[src/rtl/led_pattern_ctrl.sv]
// led_pattern_ctrl: 8-LED running-light sequencer with debounced mode/speed keys and its own step timebase.
// Optional pause key and paused output are built in when LED_PATTERN_PAUSE_EN is defined.

module led_key_debounce #(
    parameter int DEBOUNCE_CYC = 1000000
) (
    input  logic clk_50m,
    input  logic rst_n,
    input  logic key_n_i,
    output logic press_o
);
    localparam int CW = (DEBOUNCE_CYC > 1) ? $clog2(DEBOUNCE_CYC) : 1;
    localparam logic [CW-1:0] CNT_LAST = CW'(DEBOUNCE_CYC - 1);

    logic          sync1_q;
    logic          sync2_q;
    logic          level_q;
    logic          level_d;
    logic          press_q;
    logic          press_d;
    logic [CW-1:0] cnt_q;
    logic [CW-1:0] cnt_d;

    // Count only while the synchronized level disagrees with the accepted one; a bounce back restarts it.
    always_comb begin
        level_d = level_q;
        press_d = 1'b0;
        cnt_d   = '0;
        if (sync2_q != level_q) begin
            if (cnt_q == CNT_LAST) begin
                level_d = sync2_q;
                press_d = ~sync2_q;
            end else begin
                cnt_d = cnt_q + 1'b1;
            end
        end
    end

    always_ff @(posedge clk_50m or negedge rst_n) begin
        if (!rst_n) begin
            sync1_q <= 1'b1;
            sync2_q <= 1'b1;
            level_q <= 1'b1;
            press_q <= 1'b0;
            cnt_q   <= '0;
        end else begin
            sync1_q <= key_n_i;
            sync2_q <= sync1_q;
            level_q <= level_d;
            press_q <= press_d;
            cnt_q   <= cnt_d;
        end
    end

    assign press_o = press_q;
endmodule

module led_pattern_ctrl #(
    parameter int BASE_DIV     = 12500000,
    parameter int DEBOUNCE_CYC = 1000000
) (
    input  logic       clk_50m,
    input  logic       rst_n,
    input  logic       key_mode_n,
    input  logic       key_speed_n,
`ifdef LED_PATTERN_PAUSE_EN
    input  logic       key_pause_n,
    output logic       paused,
`endif
    output logic [7:0] led,
    output logic [1:0] mode,
    output logic [1:0] speed,
    output logic       step
);
    typedef enum logic [1:0] {
        MODE_SHIFT_L  = 2'd0,
        MODE_SHIFT_R  = 2'd1,
        MODE_PINGPONG = 2'd2,
        MODE_BLINK    = 2'd3
    } mode_e;

    localparam int PW = $clog2(BASE_DIV);
    localparam logic [PW-1:0] PRE_LAST = PW'(BASE_DIV - 1);

    logic          mode_press;
    logic          speed_press;
    logic          run;
    logic          base_tick;
    logic          fire;
    logic [1:0]    step_last;

    mode_e         mode_q;
    mode_e         mode_d;
    logic [1:0]    speed_q;
    logic [1:0]    speed_d;
    logic [7:0]    led_q;
    logic [7:0]    led_d;
    logic          dir_q;
    logic          dir_d;
    logic          step_q;
    logic          step_d;
    logic [PW-1:0] pre_q;
    logic [PW-1:0] pre_d;
    logic [1:0]    stcnt_q;
    logic [1:0]    stcnt_d;

    led_key_debounce #(.DEBOUNCE_CYC(DEBOUNCE_CYC)) u_db_mode (
        .clk_50m (clk_50m),
        .rst_n   (rst_n),
        .key_n_i (key_mode_n),
        .press_o (mode_press)
    );

    led_key_debounce #(.DEBOUNCE_CYC(DEBOUNCE_CYC)) u_db_speed (
        .clk_50m (clk_50m),
        .rst_n   (rst_n),
        .key_n_i (key_speed_n),
        .press_o (speed_press)
    );

`ifdef LED_PATTERN_PAUSE_EN
    logic pause_press;
    logic paused_q;
    logic paused_d;

    led_key_debounce #(.DEBOUNCE_CYC(DEBOUNCE_CYC)) u_db_pause (
        .clk_50m (clk_50m),
        .rst_n   (rst_n),
        .key_n_i (key_pause_n),
        .press_o (pause_press)
    );

    assign paused_d = paused_q ^ pause_press;
    assign run      = ~paused_q;
    assign paused   = paused_q;
`else
    assign run = 1'b1;
`endif

    function automatic logic [7:0] seed_of(input mode_e m);
        case (m)
            MODE_SHIFT_L:  seed_of = 8'h01;
            MODE_SHIFT_R:  seed_of = 8'h80;
            MODE_PINGPONG: seed_of = 8'h01;
            default:       seed_of = 8'hFF;
        endcase
    endfunction

    // Step counter terminal value: N-1 base ticks per step for the current speed.
    always_comb begin
        case (speed_q)
            2'd0:    step_last = 2'd3;
            2'd1:    step_last = 2'd1;
            default: step_last = 2'd0;
        endcase
        base_tick = (pre_q == PRE_LAST);
        fire      = run && base_tick && (stcnt_q == step_last);
    end

    // Any key press clears the timebase so the new setting starts with a full period.
    always_comb begin
        pre_d   = pre_q;
        stcnt_d = stcnt_q;
        if (run) begin
            if (base_tick) begin
                pre_d   = '0;
                stcnt_d = fire ? 2'd0 : stcnt_q + 2'd1;
            end else begin
                pre_d = pre_q + 1'b1;
            end
        end
        if (mode_press || speed_press) begin
            pre_d   = '0;
            stcnt_d = 2'd0;
        end
    end

    always_comb begin
        mode_d  = mode_q;
        speed_d = speed_q;
        led_d   = led_q;
        dir_d   = dir_q;
        step_d  = fire && !mode_press && !speed_press;
        if (speed_press) begin
            speed_d = (speed_q == 2'd2) ? 2'd0 : speed_q + 2'd1;
        end
        if (mode_press) begin
            mode_d = mode_e'(mode_q + 2'd1);
            led_d  = seed_of(mode_e'(mode_q + 2'd1));
            dir_d  = 1'b0;
        end else if (step_d) begin
            case (mode_q)
                MODE_SHIFT_L: led_d = {led_q[6:0], led_q[7]};
                MODE_SHIFT_R: led_d = {led_q[0], led_q[7:1]};
                MODE_PINGPONG: begin
                    if (!dir_q) begin
                        if (led_q == 8'h80) begin
                            led_d = 8'h40;
                            dir_d = 1'b1;
                        end else begin
                            led_d = led_q << 1;
                        end
                    end else begin
                        if (led_q == 8'h01) begin
                            led_d = 8'h02;
                            dir_d = 1'b0;
                        end else begin
                            led_d = led_q >> 1;
                        end
                    end
                end
                default: led_d = ~led_q;
            endcase
        end
    end

    always_ff @(posedge clk_50m or negedge rst_n) begin
        if (!rst_n) begin
            mode_q   <= MODE_SHIFT_L;
            speed_q  <= 2'd0;
            led_q    <= 8'h01;
            dir_q    <= 1'b0;
            step_q   <= 1'b0;
            pre_q    <= '0;
            stcnt_q  <= 2'd0;
`ifdef LED_PATTERN_PAUSE_EN
            paused_q <= 1'b0;
`endif
        end else begin
            mode_q   <= mode_d;
            speed_q  <= speed_d;
            led_q    <= led_d;
            dir_q    <= dir_d;
            step_q   <= step_d;
            pre_q    <= pre_d;
            stcnt_q  <= stcnt_d;
`ifdef LED_PATTERN_PAUSE_EN
            paused_q <= paused_d;
`endif
        end
    end

    assign led   = led_q;
    assign mode  = mode_q;
    assign speed = speed_q;
    assign step  = step_q;
endmodule

[config.mk]
export PLATFORM = sky130hd
export DESIGN_NAME = led_pattern_ctrl
export DESIGN_NICKNAME = d
export VERILOG_FILES = /design/src/rtl/led_pattern_ctrl.sv
export SDC_FILE = /design/constraint.sdc
export NUM_CORES = 1
export LEC_CHECK = 0
export CAP_MARGIN = 20
export CORE_MARGIN = 1
export CORE_UTILIZATION = 55
export CTS_BUF_LIST = sky130_fd_sc_hd__clkbuf_8 sky130_fd_sc_hd__clkbuf_16
export DETAILED_ROUTE_END_ITERATION = 8
export PLACE_DENSITY = 0.79
export SYNTH_ARGS = -nofsm -noshare
export SYNTH_HDL_FRONTEND = slang
export SYNTH_SLANG_ARGS = --single-unit
[constraint.sdc]
create_clock -name clk_50m -period 1.95 [get_ports clk_50m]
set_input_delay 0.39 -clock clk_50m [delete_from_list [all_inputs] [get_ports clk_50m]]
set_output_delay 0.39 -clock clk_50m [all_outputs]
set_load 0.005 [all_outputs]
==> results by group <==
Yosys
  – Average cell area after synthesis: 10.1 um2
  – Synth Instances: 427
  – Mux contribution to synthesized area: 0.00787
  – Largest family of logic cells by synthesized area: simple AND/OR/NAND/NOR gates
  – Synth Warn #: 0
  – Post-synthesis compound-gate area fraction: 0.0749
  – Sequential element share of the synthesized area: 0.515
  – Mapped Area: 4290 um2
  – Ys flop type: dfrtp_1
  – Yosys cell types: 45
  – Asr flop ratio synth: 1.00
  – Mapped Nets: 439
  – XOR/XNOR Fraction of Synth Area: 0.122
  – Post-Synth Simple-Gate Area: 0.237
  – Adder-Cell Fraction of Synth Area: 0.0233
  – Post-synth EDFFs: 0
  – #FFs+latches synth: 88

Critical path
  – Critical-path maximum fanout: 4
  – Reg2reg end: stcnt_q[1]
  – CP startpoint kind: register
  – Crit Path Class: register to register
  – R2R depth: 5
  – CP Capture Type: register
  – Worst r2r src: pre_q[9]
  – Crit path required time: 2.24 ns
  – Setup crit end: stcnt_q[1]
  – Flop2flop setup slack: -0.04 ns
  – Crit. Startpoint: pre_q[9]
  – CP arrival: 2.29 ns

Place
  – Hpwl dp: 5.64 mm
  – RePlAce Congestion: 0.848
  – Placed insts: 571
  – IO buf count: 16

Die
  – Core Area: 7410 um2
  – Die area: 8160 um2
  – Ports: 17
  – Die width: 90.3 um
  – Site Rows: 31
  – Initial Utilization: 0.579
  – Die height: 90.3 um

Global routing
  – Busiest grt layer: met2
  – Global-route wire length before repair: 14.4 mm
  – GRT met1 Usage: 0.282
  – GRT Overall Usage: 0.219
  – Grt total ovfl: 0
  – Met3 usage in global routing: 0.0438
  – Grt met2 use: 0.363
  – Vias in the first global route: 3218
  – Initial antenna violation count: 0
  – Pin count of the biggest net entering global routing: 45

Clocking
  – CTS max path bufs: 2
  – H-tree levels: 3
  – CTS tree: done
  – Clock-pin slew on the worst setup and hold paths: 0.09 ns
  – Worst-Skew Late Latency: 0.37 ns
  – Total CTS buffers: 9
  – CTS root buffer: clkbuf_8
  – CTS sink count: 88

Timing
  – Final setup margin: -0.0413 ns
  – Setup_tns: -0.161 ns
  – Final setup viols: 8
  – Crit path time final: 1.99 ns
  – Fmax: 502 MHz
  – Final Hold Viols: 0
  – Period utilisation layout: 1.02
  – Slew Limit Fails: 0
  – Headroom to the max-slew limit: 0.670
  – Worst Tran Pin Value: 0.495 ns
  – Final Skew: 0.0139 ns
  – RSZ-0062 raised after global routing: yes

Finish
  – Post-Layout Cell Count: 593
  – Nets: 501
  – Antenna cells: 0
  – Filler cells: 537
  – Layout cell share with drive strength beyond 1: 0.182
  – Area Overhead vs Synth: 21.4%

Detailed routing
  – DRT Pass-1 Iters: 4
  – # DRC: 0
  – Vias: 3332
  – Final WL: 8.49 mm
  – Initial drt markers: 181
  – Routed Antenna Nets: 0
  – WL/cell: 14.3 um
  – Detail-routed via count per cell: 5.62

Power
  – Pwr dens: 588 nW/um2
  – Max IR drop VDD: 0.506 mV
  – LEAKAGE: 2.32 nW

Outcome
  – Failing checks: negative setup slack
  – Status: finished, violations left

Min path
  – HP Class: register to register

Job
  – Max cap viols: 0
==> flip-flops by register name, indices dropped and copies added, names as in the netlist, 2 cells and up <==
name and flops:
speed 2, pre_q 24, stcnt_q 2, mode 2, u_db_speed.cnt_q 20, led 8, u_db_mode.cnt_q 20
==> worst min path at each step <==
stage	startpoint	endpoint	cells past startpoint
global placement	rst_n	dir_q	1
global route	u_db_speed.sync1_q	u_db_speed.sync2_q	0
CTS	u_db_mode.sync1_q	u_db_mode.sync2_q	0
finish	u_db_mode.sync1_q	u_db_mode.sync2_q	0
detailed placement	rst_n	dir_q	1
floorplan	rst_n	dir_q	0
==> metal layers <==
metal | wire, um | vias up
li1 | - | 1626
met1 | 3870 | 1639
met2 | 4270 | 57
met3 | 224 | 10
met4 | 123 | 0
met5 | 0 | -
==> timing repair <==
action,4_1_cts,5_1_grt
hold buffers,1,0
endpoints found under the hold margin,27,0
setup buffers,1,2
gates resized for setup,3,12
endpoints found under the setup margin,6,39
pin swaps,7,10
gates cloned,0,2
==> critical path, stage by stage (launching register included) <==
cell	delay, ns
dfrtp_1	0.39
nor4_2	0.29
nand4_1	0.18
or3_4	0.44
or4b_4	0.49
a21oi_2	0.14
==> area by class of cell <==
cell class / instances / area (um2) / area share
Sequential cell: 88 / 2210 / 0.424
Multi-Input combinational cell: 318 / 2090 / 0.400
Tap cell: 99 / 124 / 0.0238
Clock buffer: 10 / 138 / 0.0264
Inverter: 11 / 41.3 / 0.00792
Timing Repair Buffer: 61 / 583 / 0.112
Clock inverter: 6 / 30.0 / 0.00576
==> report_power, final <==
part	leakage, nW	switching, W	internal [W]
logic	1.04	0.0000624	0.0000359
registers	1.19	0.0000128	0.00184
clock network	0.0944	0.000631	0.000482
total	2.32	0.000706	0.00236
==> cell usage in the layout, fill, tap and decap left out, types with 8 or more instances in the layout <==
cell type,netlist,routed
nand2_1,33,32
and3_1,15,15
a221oi_1,8,8
a21oi_1,11,8
inv_1,11,13
dfrtp_1,81,81
xnor2_1,22,22
clkdlybuf4s50_1,0,15
xor2_1,38,38
clkbuf_8,0,10
nand3_1,25,24
buf_4,0,39
nand4_1,16,16
nor2_1,72,72
==> cell usage after synthesis (2+ instances only) <==
master	n	area, um2
nor2_1	72	270
a21oi_1	11	55.1
xor2_1	38	333
mux2_2	3	33.8
clkbuf_1	5	18.8
inv_1	11	41.3
or3_1	4	25.0
nor4_1	8	50.1
o41ai_1	2	17.5
and4_1	2	17.5
nor4b_1	5	43.8
xnor2_1	22	193
a21o_1	4	30.0
dfrtp_1	81	2030
nand2_1	33	124
a221oi_1	8	70.1
and3_1	15	93.8
or2_2	4	25.0
nand4_1	16	100
and3b_1	3	26.3
ha_1	8	100
and2_1	2	12.5
buf_2	4	20.0
nor3_1	5	25.0
a221o_1	5	50.1
dfstp_2	7	184
nand3_1	25	125
o21ai_0	7	35.0
==> metrics by stage <==
| step | power (W) | area (um2) | setup slack (ns) | hold slack (ns) | utilization |
|---|---|---|---|---|---|
| 2_1_floorplan | 0.00192 | 4320 | 0.00656 | 0.0944 | - |
| 3_3_place_gp | 0.00198 | 4890 | -0.0477 | 0.347 | 0.660 |
| 3_5_place_dp | 0.00199 | 4890 | -0.0601 | 0.349 | 0.660 |
| 4_1_cts | 0.00310 | 5090 | -0.0168 | 0.360 | 0.687 |
| 5_1_grt | 0.00318 | 5210 | -0.150 | 0.367 | 0.704 |
| 6_report | 0.00307 | 5210 | -0.0413 | 0.359 | 0.704 |
==> kinds of logic after synthesis <==
| family | after synthesis |
|---|---|
| simple gates | 202 |
| buf+inv | 21 |
| compound gates | 45 |
| fa+ha+maj | 8 |
| xor+xnor | 60 |
| mux | 3 |
| flops | 88 |
No activity file was read; power rests on OpenSTA's default activity.
